### src/rtl/cpu_pkg.sv
// ---------------------------------------------------------------------------
// cpu_pkg
// Shared definitions for the in-order CPU pipeline.
//   - Default register-file geometry (data width, register count).
//   - sb_entry_t: one scoreboard stage, {valid, addr}.
//   - Opcode-class to operand-usage table. Decode uses it to drive the
//     register file's rs_used / rt_used qualifiers.
// ---------------------------------------------------------------------------
package cpu_pkg;

  localparam int CPU_DATA_W   = 32;
  localparam int CPU_NUM_REGS = 16;

  // Scoreboard address field is sized for the largest supported register
  // file (256 entries). Smaller files zero-extend into it.
  localparam int SB_ADDR_W = 8;

  typedef struct packed {
    logic                 valid;
    logic [SB_ADDR_W-1:0] addr;
  } sb_entry_t;

  typedef enum logic [2:0] {
    OP_ALU_RR = 3'd0,
    OP_ALU_RI = 3'd1,
    OP_LOAD   = 3'd2,
    OP_STORE  = 3'd3,
    OP_BRANCH = 3'd4,
    OP_JUMP   = 3'd5,
    OP_LUI    = 3'd6,
    OP_NOP    = 3'd7
  } op_class_e;

  // Operand usage encoding: bit 1 = rs is read, bit 0 = rt is read.
  localparam logic [1:0] USE_NONE = 2'b00;
  localparam logic [1:0] USE_RT   = 2'b01;
  localparam logic [1:0] USE_RS   = 2'b10;
  localparam logic [1:0] USE_BOTH = 2'b11;

  function automatic logic [1:0] op_uses(input op_class_e op);
    logic [1:0] uses;
    case (op)
      OP_ALU_RR: uses = USE_BOTH;
      OP_ALU_RI: uses = USE_RS;
      OP_LOAD:   uses = USE_RS;
      OP_STORE:  uses = USE_BOTH;
      OP_BRANCH: uses = USE_BOTH;
      default:   uses = USE_NONE;
    endcase
    return uses;
  endfunction

endpackage

### src/rtl/regfile_scoreboard_hazard_pipe.sv
// ---------------------------------------------------------------------------
// hazard_pipe
// HAZ_DEPTH-stage shift register of in-flight destination registers.
// Stage 0 is the youngest entry; the last stage falls off every clock.
// Ports:
//   clk_i        clock, rising edge
//   rst_ni       asynchronous active-low reset, clears every stage
//   flush_i      synchronous squash: all stages invalid after the edge
//   load_i       an instruction with a destination issues this cycle
//   load_addr_i  its destination register
//   stage_o      per-stage {valid, addr}, stage 0 first
//   pending_o    bit i set when register i sits in any valid stage
// ---------------------------------------------------------------------------
module hazard_pipe
  import cpu_pkg::*;
#(
  parameter int HAZ_DEPTH = 3,
  parameter int NUM_REGS  = CPU_NUM_REGS,
  parameter int ADDR_W    = $clog2(NUM_REGS)
) (
  input  logic                            clk_i,
  input  logic                            rst_ni,
  input  logic                            flush_i,
  input  logic                            load_i,
  input  logic [ADDR_W-1:0]               load_addr_i,
  output sb_entry_t [HAZ_DEPTH-1:0]       stage_o,
  output logic [NUM_REGS-1:0]             pending_o
);

  sb_entry_t [HAZ_DEPTH-1:0] stage_q;
  sb_entry_t [HAZ_DEPTH-1:0] stage_d;

  // Shift everything one stage older. Flush wins over the load so a squashed
  // cycle cannot leave a fresh entry behind.
  always_comb begin
    stage_d = stage_q;
    if (flush_i) begin
      stage_d = '0;
    end else begin
      for (int k = HAZ_DEPTH - 1; k > 0; k--) begin
        stage_d[k] = stage_q[k-1];
      end
      stage_d[0].valid = load_i;
      stage_d[0].addr  = load_i ? SB_ADDR_W'(load_addr_i) : '0;
    end
  end

  always_ff @(posedge clk_i or negedge rst_ni) begin
    if (!rst_ni) begin
      stage_q <= '0;
    end else begin
      stage_q <= stage_d;
    end
  end

  // Pending mask is decoded from the registered stages only, so it has no
  // combinational path back to the issue inputs.
  always_comb begin
    pending_o = '0;
    for (int k = 0; k < HAZ_DEPTH; k++) begin
      for (int i = 0; i < NUM_REGS; i++) begin
        if (stage_q[k].valid && (stage_q[k].addr == SB_ADDR_W'(i))) begin
          pending_o[i] = 1'b1;
        end
      end
    end
  end

  assign stage_o = stage_q;

endmodule

### src/rtl/regfile_scoreboard.sv
// ---------------------------------------------------------------------------
// regfile_scoreboard
// Register file with RAW-hazard scoreboard, between decode and write-back.
// Ports:
//   clk, rst              clock (rising edge) and async active-low reset
//   wr_en/wr_addr/wr_data write-back port
//   iss_valid             decode presents an instruction
//   iss_rd_en, iss_rd     it writes register iss_rd (also the rd_data address)
//   rs_addr/rs_used       source operand s and its "read by opcode" qualifier
//   rt_addr/rt_used       source operand t and its qualifier
//   flush                 squash every in-flight destination
//   rd_data/rs_data/rt_data  combinational reads
//   stall                 presented instruction must wait
//   pending               bit i = register i is an in-flight destination
// ---------------------------------------------------------------------------
module regfile_scoreboard
  import cpu_pkg::*;
#(
  parameter int DATA_W    = CPU_DATA_W,
  parameter int NUM_REGS  = CPU_NUM_REGS,
  parameter int HAZ_DEPTH = 3,
  parameter bit ZERO_REG  = 1'b1,
  parameter bit BYPASS    = 1'b1,
  localparam int ADDR_W   = $clog2(NUM_REGS)
) (
  input  logic                clk,
  input  logic                rst,
  input  logic                wr_en,
  input  logic [ADDR_W-1:0]   wr_addr,
  input  logic [DATA_W-1:0]   wr_data,
  input  logic                iss_valid,
  input  logic                iss_rd_en,
  input  logic [ADDR_W-1:0]   iss_rd,
  input  logic [ADDR_W-1:0]   rs_addr,
  input  logic                rs_used,
  input  logic [ADDR_W-1:0]   rt_addr,
  input  logic                rt_used,
  input  logic                flush,
  output logic [DATA_W-1:0]   rd_data,
  output logic [DATA_W-1:0]   rs_data,
  output logic [DATA_W-1:0]   rt_data,
  output logic                stall,
  output logic [NUM_REGS-1:0] pending
);

  // With bypass the oldest stage is writing back this very cycle and its
  // value is forwarded, so it no longer needs to hold the consumer.
  localparam int WIN_LEN = BYPASS ? HAZ_DEPTH - 1 : HAZ_DEPTH;

  logic [DATA_W-1:0]         regs_q [NUM_REGS];
  sb_entry_t [HAZ_DEPTH-1:0] stage;
  logic                      wr_live;
  logic                      rs_hit;
  logic                      rt_hit;
  logic                      rs_haz;
  logic                      rt_haz;
  logic                      load;

  assign wr_live = wr_en && !(ZERO_REG && (wr_addr == '0));

  // Register array; writes to the hardwired zero register are dropped.
  always_ff @(posedge clk or negedge rst) begin
    if (!rst) begin
      for (int i = 0; i < NUM_REGS; i++) begin
        regs_q[i] <= '0;
      end
    end else if (wr_live) begin
      regs_q[wr_addr] <= wr_data;
    end
  end

  function automatic logic [DATA_W-1:0] read_port(
    input logic [ADDR_W-1:0] addr,
    input logic [DATA_W-1:0] stored,
    input logic              live,
    input logic [ADDR_W-1:0] waddr,
    input logic [DATA_W-1:0] wdata
  );
    if (ZERO_REG && (addr == '0)) begin
      return '0;
    end
    if (BYPASS && live && (addr == waddr)) begin
      return wdata;
    end
    return stored;
  endfunction

  assign rd_data = read_port(iss_rd,  regs_q[iss_rd],  wr_live, wr_addr, wr_data);
  assign rs_data = read_port(rs_addr, regs_q[rs_addr], wr_live, wr_addr, wr_data);
  assign rt_data = read_port(rt_addr, regs_q[rt_addr], wr_live, wr_addr, wr_data);

  // Match each operand against the stages still inside the hazard window.
  always_comb begin
    rs_hit = 1'b0;
    rt_hit = 1'b0;
    for (int k = 0; k < WIN_LEN; k++) begin
      if (stage[k].valid && (stage[k].addr == SB_ADDR_W'(rs_addr))) begin
        rs_hit = 1'b1;
      end
      if (stage[k].valid && (stage[k].addr == SB_ADDR_W'(rt_addr))) begin
        rt_hit = 1'b1;
      end
    end
  end

  assign rs_haz = iss_valid && rs_used && !(ZERO_REG && (rs_addr == '0)) && rs_hit;
  assign rt_haz = iss_valid && rt_used && !(ZERO_REG && (rt_addr == '0)) && rt_hit;
  assign stall  = rs_haz || rt_haz;

  // A stalled instruction does not enter the pipe, leaving a bubble.
  assign load = iss_valid && iss_rd_en && !stall && !(ZERO_REG && (iss_rd == '0));

  hazard_pipe #(
    .HAZ_DEPTH (HAZ_DEPTH),
    .NUM_REGS  (NUM_REGS),
    .ADDR_W    (ADDR_W)
  ) u_hazard_pipe (
    .clk_i       (clk),
    .rst_ni      (rst),
    .flush_i     (flush),
    .load_i      (load),
    .load_addr_i (iss_rd),
    .stage_o     (stage),
    .pending_o   (pending)
  );

endmodule

### config.mk
export PLATFORM = sky130hd
export DESIGN_NAME = regfile_scoreboard
export DESIGN_NICKNAME = d
export VERILOG_FILES = /design/src/rtl/cpu_pkg.sv /design/src/rtl/regfile_scoreboard_hazard_pipe.sv /design/src/rtl/regfile_scoreboard.sv
export SDC_FILE = /design/constraint.sdc
export NUM_CORES = 1
export LEC_CHECK = 0
export CORE_AREA = 4 4 274 276
export DETAILED_ROUTE_END_ITERATION = 7
export DIE_AREA = 0 0 278 280
export SKIP_LAST_GASP = 1
export SLEW_MARGIN = 15
export SYNTH_ARGS = -nofsm -noshare
export SYNTH_HDL_FRONTEND = slang
export SYNTH_SLANG_ARGS = --single-unit
### constraint.sdc
create_clock -name clk -period 6.7 [get_ports clk]
set_input_delay 2.01 -clock clk [delete_from_list [all_inputs] [get_ports clk]]
set_output_delay 2.01 -clock clk [all_outputs]
set_load 0.1 [all_outputs]
Word-level counts from Yosys, hierarchy flattened
Cells that the tools add are included.
{"block": "op_classes", "n_eq_ne": 52, "muxes": 87, "bitwise_logic": 4, "magnitude_cmp": 5, "n_reduce_logical": 79}
{"op": "$mux W32", "n": 19}
{"op": "$bwmux W512", "n": 1}
{"op": "$bmux W32 S4", "n": 3}
{"op": "$eq A8 B4 Y1 const B", "n": 24}
{"op": "$demux W32 S4", "n": 1}
{"op": "$eq A8 B3 Y1 const B", "n": 12}
{"op": "$logic_and A1 B1 Y1", "n": 66}
{"op": "$mux W1", "n": 61}
{"op": "$eq A8 B2 Y1 const B", "n": 6}
{"op": "$eq A8 B4 Y1", "n": 4}
{"op": "$mux W27", "n": 1}
{"op": "$eq A8 B1 Y1 const B", "n": 3}
{"op": "$logic_not A8 Y1", "n": 3}
{"op": "$ge A5 B5 Y1 const B", "n": 4}
{"op": "$not A4 Y5", "n": 4}
{"op": "$logic_not A4 Y1", "n": 4}
{"op": "$eq A4 B4 Y1", "n": 3}
{"op": "$logic_not A1 Y1", "n": 5}
{"op": "$lt A5 B1 Y1 const B", "n": 1}
{"op": "$mux W4", "n": 1}
{"op": "$logic_or A1 B1 Y1", "n": 1}
{"block": "word_totals", "word_cells": 249, "reg_bits": 539, "in_bits": 56, "output_inout_bits": 113}

Depth between registers and ports, before layout
{"block": "logic_depth", "depth_word": 11, "depth_mapped": 8, "depth_no_buf": 6}

Cells and area by module
From an unflattened synthesis, not the netlist that was laid out.
{"block": "hier_totals", "cells_unflattened": 2301, "hier_area_um2": 33313.2}
{"mod": "regfile_scoreboard", "cells_each": 2185, "n_inst": 1, "seq_area_each_um2": 12812.3, "area_per_inst_um2": 32299.7}
{"mod": "hazard_pipe", "cells_each": 116, "n_inst": 1, "seq_area_each_um2": 375.4, "area_per_inst_um2": 1013.5}

Worst setup path after synthesis
OpenSTA, ideal clock, no wires.
{"block": "synth_path", "path_kind": "input-to-output", "startpoint": "input iss_rd[1]", "endpoint": "output rd_data[30]", "t_required_ns": 4.690, "path_buffers": 3, "path_stages": 8, "arrival_time_ns": 4.377, "path_slack_ns": 0.313, "path_cell_list": "buf_2 > buf_2 > clkbuf_1 > mux4_2 > a22oi_1 > nand3_1 > mux2i_1 > nor2_1"}
{"block": "synth_between", "elab_chain_cells": 6, "elab_cells_between_ends": 13, "classes_between": "1 x eq/ne; 9 x mux; 1 x bitwise; 2 x reduce/logical"}
{"element": "from (decl)", "line_no": "regfile_scoreboard.sv:33", "source": "input logic [ADDR_W-1:0] iss_rd,"}
{"element": "$not A4 Y5 (implied by the code) / $eq A4 B4 Y1 (equally long branches)", "line_no": "regfile_scoreboard.sv:88, regfile_scoreboard.sv:82"}
{"element": "$bmux W32 S4 / $logic_and A1 B1 Y1 (equally long branches)", "line_no": "regfile_scoreboard.sv:88, regfile_scoreboard.sv:82"}
{"element": "$mux W32 (implied by the code) / $mux W1 (equally long branches) (2 in a row)", "line_no": "regfile_scoreboard.sv:88, regfile_scoreboard.sv:82"}
{"element": "$mux W32", "line_no": "regfile_scoreboard.sv:85", "source": "return stored;"}
{"element": "$mux W32 (*)", "line_no": "regfile_scoreboard.sv:82", "source": "if (BYPASS && live && (addr == waddr)) begin"}
{"element": "to (decl)", "line_no": "regfile_scoreboard.sv:39", "source": "output logic [DATA_W-1:0] rd_data,"}
Every way passes the cells marked *; elsewhere a longest branch is shown, timed or not. The select of a mux whose other input is x is not followed.

Worst setup path in the final report
{"block": "layout_path", "startpoint": "input wr_addr[1]", "endpoint": "output rt_data[31]"}
{"block": "layout_between", "elab_chain_cells": 8, "elab_cells_between_ends": 10, "classes_between": "1 x eq/ne; 5 x mux; 4 x reduce/logical"}
{"element": "from (decl)", "line_no": "regfile_scoreboard.sv:29", "source": "input logic [ADDR_W-1:0] wr_addr,"}
{"element": "$logic_not A4 Y1", "line_no": "regfile_scoreboard.sv:59", "source": "assign wr_live = wr_en && !(ZERO_REG && (wr_addr == '0));"}
{"element": "$logic_not A1 Y1", "line_no": "regfile_scoreboard.sv:59"}
{"element": "$logic_and A1 B1 Y1", "line_no": "regfile_scoreboard.sv:59"}
{"element": "$logic_and A1 B1 Y1 (*)", "line_no": "regfile_scoreboard.sv:82"}
{"element": "$mux W1 (2 in a row)", "line_no": "regfile_scoreboard.sv:82"}
{"element": "$mux W32 (*)", "line_no": "regfile_scoreboard.sv:85"}
{"element": "$mux W32 (*)", "line_no": "regfile_scoreboard.sv:82"}
{"element": "to (decl)", "line_no": "regfile_scoreboard.sv:41", "source": "output logic [DATA_W-1:0] rt_data,"}
Marked as above.

==> out/metrics.cfg <==
[status]
run_status=complete, no violations

[logic_synthesis]
async_reset_ff_frac=1.00
ys_ff_latch=527
ys_seq_area_frac=0.407
synth_ff_type=dfrtp_1
yosys_warnings=0
netlist_instances=2243
yosysTopAreaCell=dfrtp_1
synth.cell_area_um2=32400
syn-num-nets=2299
synth_top_area_frac=0.407
synth_area_leaders=dfrtp_1, mux4_2, mux2_2
synth-edff-count=0
ys_types=36
syn_avg_cell_area_um2=14.4

[timing]
fin_setup_tns_ns=0
rsz0062_at_grt=false
worst_pin_slew_ns=1.14
fmax_mhz=158
fin_crit_sh=0.944
hold_viol=0
relSlewSlack=0.236
finalSetupViolations=0
slew_violations=0
fin_crit_ns=6.33
finClkSkew_ns=0.00816
setup_slack_ns=0.375

[drt]
vias=22403
wirelength_um=106000
drc=0
wl_per_cell_um=32.2
dr.pass1.iters=6
drt_iter0_drc=2446
vias_per_cell=6.80
detail-route-antenna-nets=0

[floorplan]
fp.coreArea_um2=72600
die_w_um=278
die-area_um2=77800
io_pins=169
die_y_um=280
std_cell_rows=99
initial_utilization=0.446

[worst_setup_path]
r2r_slack_ns=4.91
path_class=input port to output port
rr_startpoint=u_hazard_pipe.stage_o[2]$_DFF_PN0_
cp-start-kind=input port
critPathCapture=rt_data[31]
critPathMaxFanout=32
cp.required_ns=4.69
cp.arrival_ns=4.32
reg2reg_to=u_hazard_pipe.stage_o[0]$_DFF_PN0_
r2r_cells=5
critPathCaptureType=output port
crit_start=wr_addr[1]

[clocking]
htree_levels=2
cts_resized=0
clk_pin_slew_ns=0.06
numCtsBuffers=58
post-cts-setup-buffers=0
cts.path.max_buffers=3
hold_buffers=0
clock_tree.root_cell=clkbuf_16
cts_tree=done
cts_num_sinks=527
clock_latency_ns=0.63

[global_routing]
grt_pass1_vias=23483
grt.overflow.total=0
antenna_found_initial=2
grt_max_degree=148
grt_pass1_wl_um=157000
grtUsageTotal=0.270

[cells_and_area]
nNetsFinal=2341
fillers=5954
drive_above_1_share=0.472
syn2layout_area_growth_pct=18.1
final_area_um2=38300

[hold_path]
min_path_type=register to register

[place]
dp_hpwl_um=62300
placed_cell_area_um2=36300
gp_congestion=0.829
dp_slack_ns=0.380
io_buffer_count=168

[job]
max_cap_violations=0

[power_and_ir_drop]
p_leak_uw=0.0156
max-vdd-ir-drop_mv=0.237
power_density_nw_per_um2=322
power.total_uw=12300

-- kinds of logic (layout without fill, tap and decap cells) --
logic type	Yosys count	in the layout	share of synthesized area
flip-flops	527	527	0.407
buffers and inverters	286	377	0.0432
XOR/XNOR	28	28	0.00757
multiplexers	865	865	0.434
AO/OA/AOI/OAI	304	304	0.0747
AND/OR/NAND/NOR	233	233	0.0332
other	0	1	0
-- placed cells by master (no fill, tap or decap), types with 4 or more instances in the layout --
| master | count |
|---|---|
| dfrtp_1 | 527 |
| mux4_2 | 384 |
| clkbuf_16 | 61 |
| mux2_1 | 95 |
| xnor2_1 | 10 |
| clkbuf_1 | 14 |
| nor3b_1 | 4 |
| nor4b_1 | 4 |
| nor4_1 | 5 |
| xor2_1 | 18 |
| nand2_1 | 130 |
| buf_12 | 135 |
| buf_8 | 4 |
| nor2_4 | 14 |
| nor2_1 | 10 |
| buf_4 | 61 |
| nand3_1 | 21 |
| clkbuf_8 | 16 |
| clkinv_2 | 12 |
| nor2b_1 | 16 |
| a22o_1 | 95 |
| a22oi_1 | 203 |
| mux2_2 | 385 |
| nor2b_4 | 7 |
| clkdlybuf4s50_1 | 64 |
-- power by group --
group	internal (uW)	switching, uW	total, uW	leakage, uW
clock network	1950	1360	3310	0.000973
logic	2220	2290	4520	0.00810
registers	3860	642	4510	0.00654
total	8040	4300	12300	0.0156
-- cell usage after synthesis (2+ instances only) --
master,number
nand2_1,130
buf_2,81
nor2_1,24
mux4_2,384
nor3_1,2
mux2_2,385
dfrtp_1,527
clkbuf_1,168
buf_6,27
nand3b_1,2
and2_1,3
buf_4,6
xnor2_1,10
and3_1,3
nor3_2,3
a31oi_1,2
buf_1,3
or3_1,3
a22o_1,95
nand3_1,21
nand2b_1,4
nor4_1,5
mux2_1,95
xor2_1,18
a22oi_1,203
nor3b_1,4
nor2b_1,23
nor4b_1,4
-- worst max-delay path: stages --
cell             delay [ns]
clkdlybuf4s50_1        0.50
buf_4                  0.17
xnor2_1                0.13
nand3_1                0.14
nor3_4                 0.25
buf_4                  0.59
a22o_1                 0.33
buf_12                 0.20
-- final cells by class --
cell class | instances | area [um^2] | area share
clock inverter | 18 | 173 | 0.00451
antenna | 1 | 2.50 | 0.0000654
sequential | 527 | 13200 | 0.345
tap | 959 | 1200 | 0.0314
multi-input combinational | 1430 | 18000 | 0.470
clock buffer | 91 | 1800 | 0.0470
timing repair buffer | 267 | 3890 | 0.102
inverter | 1 | 3.75 | 0.0000981
-- stage by stage --
stage,std cells,hold WS [ns],utilization
6_report,3294,0.416,0.527
5_1_grt,3293,0.430,0.527
4_1_cts,3293,0.417,0.527
3_5_place_dp,3184,0.403,0.500
3_3_place_gp,3184,0.392,0.500
2_1_floorplan,2243,0.458,-
-- sequential cells by signal, indices dropped and copies added (netlist names) --
signal                 count
u_hazard_pipe.stage_o     15
regs_q                   512
-- metal layers --
layer | vias to the layer above | GRT usage | share of wire
met5 | - | 0.00794 | 0.00092
met1 | 12093 | 0.372 | 0.41
met4 | 4 | 0.0888 | 0.035
met2 | 1065 | 0.425 | 0.47
met3 | 240 | 0.0657 | 0.087
li1 | 9001 | - | -
-- how the worst min path moves through the flow --
stage	startpoint	endpoint	slack, ns	cells past startpoint
floorplan	regs_q[480]$_DFFE_PN0P_	regs_q[480]$_DFFE_PN0P_	0.46	1
global placement	regs_q[489]$_DFFE_PN0P_	regs_q[489]$_DFFE_PN0P_	0.39	0
finish	regs_q[489]$_DFFE_PN0P_	regs_q[489]$_DFFE_PN0P_	0.42	0
detailed placement	regs_q[487]$_DFFE_PN0P_	regs_q[487]$_DFFE_PN0P_	0.40	0
CTS	regs_q[487]$_DFFE_PN0P_	regs_q[487]$_DFFE_PN0P_	0.42	0
global route	regs_q[487]$_DFFE_PN0P_	regs_q[487]$_DFFE_PN0P_	0.43	0
No activity file was read; power rests on OpenSTA's default activity.
